`src/rtl/equ_8bit.sv`:
```
// equ_8bit: registered 8-bit equality comparator.
// Samples x and y when en=1 and, one clock later, presents the equality
// flag r, the per-bit mismatch mask diff and the output-valid flag vld.
// Optional feature macro: EQU_8BIT_CMP_EN adds registered signed lt/gt
// outputs that follow the same load, hold and reset rules as r.
`timescale 1ns/1ps

module equ_8bit (
   input  logic              clk,
   input  logic              rst_n,
   input  logic              en,
   input  logic signed [7:0] x,
   input  logic signed [7:0] y,
   output logic              r,
   output logic [7:0]        diff,
   output logic              vld
`ifdef EQU_8BIT_CMP_EN
   ,
   output logic              lt,
   output logic              gt
`endif
);

   localparam int DATA_W = 8;

   // Bit-exact mismatch mask; signedness plays no part in equality.
   function automatic logic [DATA_W-1:0] mismatch_mask(
      input logic signed [DATA_W-1:0] a,
      input logic signed [DATA_W-1:0] b
   );
      return a ^ b;
   endfunction

   // Equal exactly when no bit differs, so r and diff can never disagree.
   function automatic logic all_clear(input logic [DATA_W-1:0] m);
      return (m == '0);
   endfunction

   // ---- Stage p0: combinational compare of the live operands ----
   logic [DATA_W-1:0] diff_p0;
   logic              r_p0;

`ifdef EQU_8BIT_CMP_EN
   // Signed ordering; both operands are declared signed so the relational
   // operators use two's-complement semantics (0x80 is the minimum).
   function automatic logic signed_less(
      input logic signed [DATA_W-1:0] a,
      input logic signed [DATA_W-1:0] b
   );
      return (a < b);
   endfunction

   logic lt_p0;
   logic gt_p0;
`endif

   // Combinational compare results feeding the output register.
   always_comb begin
      diff_p0 = mismatch_mask(x, y);
      r_p0    = all_clear(diff_p0);
`ifdef EQU_8BIT_CMP_EN
      lt_p0   = signed_less(x, y);
      gt_p0   = signed_less(y, x);
`endif
   end

   // ---- Stage p1: registered outputs ----
   logic [DATA_W-1:0] diff_p1;
   logic              r_p1;
   logic              vld_p1;

   // Valid flag: high only for the cycle after an en=1 sample.
   always_ff @(posedge clk or negedge rst_n) begin
      if (!rst_n) begin
         vld_p1 <= 1'b0;
      end else begin
         vld_p1 <= en;
      end
   end

   // Result register: loads on en, holds otherwise; reset discards any
   // in-flight result so stale data never appears after reset.
   always_ff @(posedge clk or negedge rst_n) begin
      if (!rst_n) begin
         r_p1    <= 1'b0;
         diff_p1 <= '0;
      end else if (en) begin
         r_p1    <= r_p0;
         diff_p1 <= diff_p0;
      end
   end

`ifdef EQU_8BIT_CMP_EN
   logic lt_p1;
   logic gt_p1;

   // Ordering register: same load/hold/reset behaviour as the equality flag.
   always_ff @(posedge clk or negedge rst_n) begin
      if (!rst_n) begin
         lt_p1 <= 1'b0;
         gt_p1 <= 1'b0;
      end else if (en) begin
         lt_p1 <= lt_p0;
         gt_p1 <= gt_p0;
      end
   end

   assign lt = lt_p1;
   assign gt = gt_p1;
`endif

   assign r    = r_p1;
   assign diff = diff_p1;
   assign vld  = vld_p1;

endmodule

```
`config.mk`:
```
export PLATFORM = sky130hd
export DESIGN_NAME = equ_8bit
export DESIGN_NICKNAME = d
export VERILOG_FILES = /design/src/rtl/equ_8bit.sv
export SDC_FILE = /design/constraint.sdc
export NUM_CORES = 1
export LEC_CHECK = 0
export ABC_AREA = 1
export CAP_MARGIN = 15
export CORE_UTILIZATION = 32
export DETAILED_ROUTE_END_ITERATION = 8
export PLACE_DENSITY = 0.72
export SLEW_MARGIN = 30
export SYNTH_ARGS = -nofsm -noshare
export SYNTH_HDL_FRONTEND = slang
export SYNTH_SLANG_ARGS = --single-unit
```
`constraint.sdc`:
```
create_clock -name clk -period 0.8 [get_ports clk]
set_input_delay 0.16 -clock clk [delete_from_list [all_inputs] [get_ports clk]]
set_output_delay 0.16 -clock clk [all_outputs]
set_load 0.005 [all_outputs]
```
==> impl_metrics.env <==
export IMPL_drt_wirelength_per_cell_um=10.3
export IMPL_fillers=145
export IMPL_ys_seq_area_frac=0.509
export IMPL_vias_per_cell=4.48
export IMPL_p_int_w=0.000924
export IMPL_p_comb_frac=0.272
export IMPL_worst_pin_slew_ns=0.187
export IMPL_worstPathArrival_ns=0.77
export IMPL_layout_commonest_cell="nand2_1"
export IMPL_ios=29
export IMPL_nets=125
export IMPL_crit_path_start_kind="register"
export IMPL_finalHoldViolations=0
export IMPL_drt_wl_total_um=1220
export IMPL_clockPowerShare=0.264
export IMPL_drtPass1Iterations=2
export IMPL_slew_headroom=0.875
export IMPL_fp_dieW_um=41.2
export IMPL_report_power_total_w=0.00125
export IMPL_dp_final_hpwl_um=947
export IMPL_drt_iter0_drc=4
export IMPL_vdd_drop_max_mv=0.737
export IMPL_synth_fp_nets=81
export IMPL_skew_ns=0
export IMPL_clk_latency_ns=0.25
export IMPL_ys_seq_elements=10
export IMPL_synth_cells=62
export IMPL_stdcell_area_um2=847
export IMPL_fp_dieH_um=41.2
export IMPL_grt_first_pass_wirelength_um=2080
export IMPL_violations="setup timing"
export IMPL_drc=0
export IMPL_drive_gt1_frac=0.288
export IMPL_switchingPower_w=0.000324
export IMPL_critical_path_class="reg -> out"
export IMPL_seqPwrFrac=0.464
export IMPL_powerDensity_nw_per_um2=1470
export IMPL_slowest_delay_ns=0.39
export IMPL_rsz0062_at_grt="true"
export IMPL_min_path_type="in -> async"
export IMPL_slew_viol_final=0
export IMPL_dp_cells=113
export IMPL_cp_top_family="flip-flops"
export IMPL_cap_violations=0
export IMPL_status="complete, but fails checks"
export IMPL_grt_max_degree=13
export IMPL_cp_num_buf_inv=1
export IMPL_dieArea_um2=1700
export IMPL_slowest_stage="dfrtp_1"
export IMPL_grt_overflow_total=0
export IMPL_ctsHoldBuffers=0
export IMPL_final_period_utilization=1.16
export IMPL_grt_pass1_vias=530
export IMPL_grt_usage=0.193
export IMPL_hold_ws_ns=0.217
export IMPL_critPathMaxFanout=2
export IMPL_clock_sinks=10
export IMPL_layout_common_cells="nand2_1, dlygate4sd2_1, dfrtp_1, buf_2, buf_4"
export IMPL_cts_buffers=3
export IMPL_coreArea_um2=1370
export IMPL_syn_area_per_cell_um2=7.93
export IMPL_h_tree_depth=1
export IMPL_finalNonFillerCells=119
export IMPL_ant_nets=0
export IMPL_finalWorstSetupSlack_ns=-0.129
export IMPL_areaGrowthSynthToFinish_pct=72.3
export IMPL_diodes=0
export IMPL_endpoint_kind="primary output"
export IMPL_antenna_found_initial=0
export IMPL_clk_pin_slew_ns=0.06
export IMPL_place_gp_congestion=0.632
export IMPL_yosysWarningCount=0
export IMPL_synth_distinct_cells=11
export IMPL_cp_cell_sequence="buf_2"
export IMPL_clockBufferDepth=2
export IMPL_finalSetupViolCount=11
export IMPL_critPathRequiredTime_ns=0.64
export IMPL_syn_cell_area_um2=492
export IMPL_portBuffers=28
export IMPL_p_leak_nw=0.494
export IMPL_period_needed_ns=0.929
export IMPL_fmax_ghz=1.08
export IMPL_root_buffer="clkbuf_4"
export IMPL_cts_tree="yes"
export IMPL_p_sw_frac=0.260
export IMPL_start_util=0.360
export IMPL_core_rowCount=13
export IMPL_vias=533
export IMPL_setup_tns_ns=-1.18
export IMPL_dpl_cell_area_um2=860
-- stage by stage --
stage | util | setup slack, ns
floorplan | - | 0.141
global placement | 0.629 | -0.354
detailed placement | 0.629 | -0.441
CTS | 0.612 | -0.137
global route | 0.620 | -0.166
finish | 0.620 | -0.129
-- final timing paths --
| check | to | cells past startpoint | start | slack (ns) |
|---|---|---|---|---|
| hold / removal | vld | 2 | rst_n | 0.22 |
| setup reg to reg | diff[3] | 4 | diff[3] | -0.02 |
| setup / recovery | diff[2] | 1 | diff[2] | -0.13 |
| min in group clk | diff[2] | 4 | y[2] | 0.30 |
| hold reg to reg | diff[5] | 2 | diff[5] | 0.49 |
| max in group asynchronous | diff[0] | 2 | rst_n | 0.48 |
-- synth_stat cells --
master / instances / area (µm²)
buf_6: 1 / 11.3
o21ai_0: 2 / 10.0
xor2_1: 3 / 26.3
o21ai_2: 2 / 17.5
xnor2_1: 1 / 8.76
nand3_1: 2 / 10.0
nor2_1: 3 / 11.3
nand2_1: 28 / 105
inv_1: 9 / 33.8
o21a_1: 1 / 7.51
dfrtp_1: 10 / 250
-- layout make-up --
| cell class | count | area [µm²] | share of cell area |
|---|---|---|---|
| Inverter | 9 | 36.3 | 0.0428 |
| Tap cell | 15 | 18.8 | 0.0222 |
| Clock buffer | 3 | 22.5 | 0.0266 |
| Sequential cell | 10 | 250 | 0.295 |
| Timing Repair Buffer | 40 | 315 | 0.372 |
| Multi-Input combinational cell | 42 | 204 | 0.241 |
-- metal layers --
layer,track usage,part of all wire,wire length [µm]
met3,0.0489,0.051,62
met4,0.0726,0.0057,7
met5,0,0,0
met1,0.208,0.41,504
met2,0.355,0.53,648
-- kinds of logic (layout without fill, tap and decap cells) --
| group | Yosys count | count (layout) | share of synthesized area |
|---|---|---|---|
| buf+inv | 10 | 52 | 0.0916 |
| simple gates | 33 | 33 | 0.257 |
| compound gates | 5 | 5 | 0.0713 |
| flops | 10 | 10 | 0.509 |
| xor+xnor | 4 | 4 | 0.0713 |
-- power by group through the flow --
stage	logic, W	registers [W]	clock network, W
2_1_floorplan	0.000102	0.000593	0
3_3_place_gp	0.000374	0.000588	0
3_5_place_dp	0.000384	0.000589	0
4_1_cts	0.000330	0.000579	0.000343
5_1_grt	0.000382	0.000584	0.000368
6_report	0.000340	0.000579	0.000330
-- state kept, by name, indices dropped and copies added (netlist names) --
register / count
diff: 8
r: 1
vld: 1
-- what timing repair did --
| action | in CTS | in global routing |
|---|---|---|
| pin swaps | 13 | 1 |
| setup buffers | 4 | 1 |
| gates resized for setup | 61 | 1 |
| setup endpoints to repair | 19 | 11 |
Note: power is estimated with default switching activity, not from simulation.
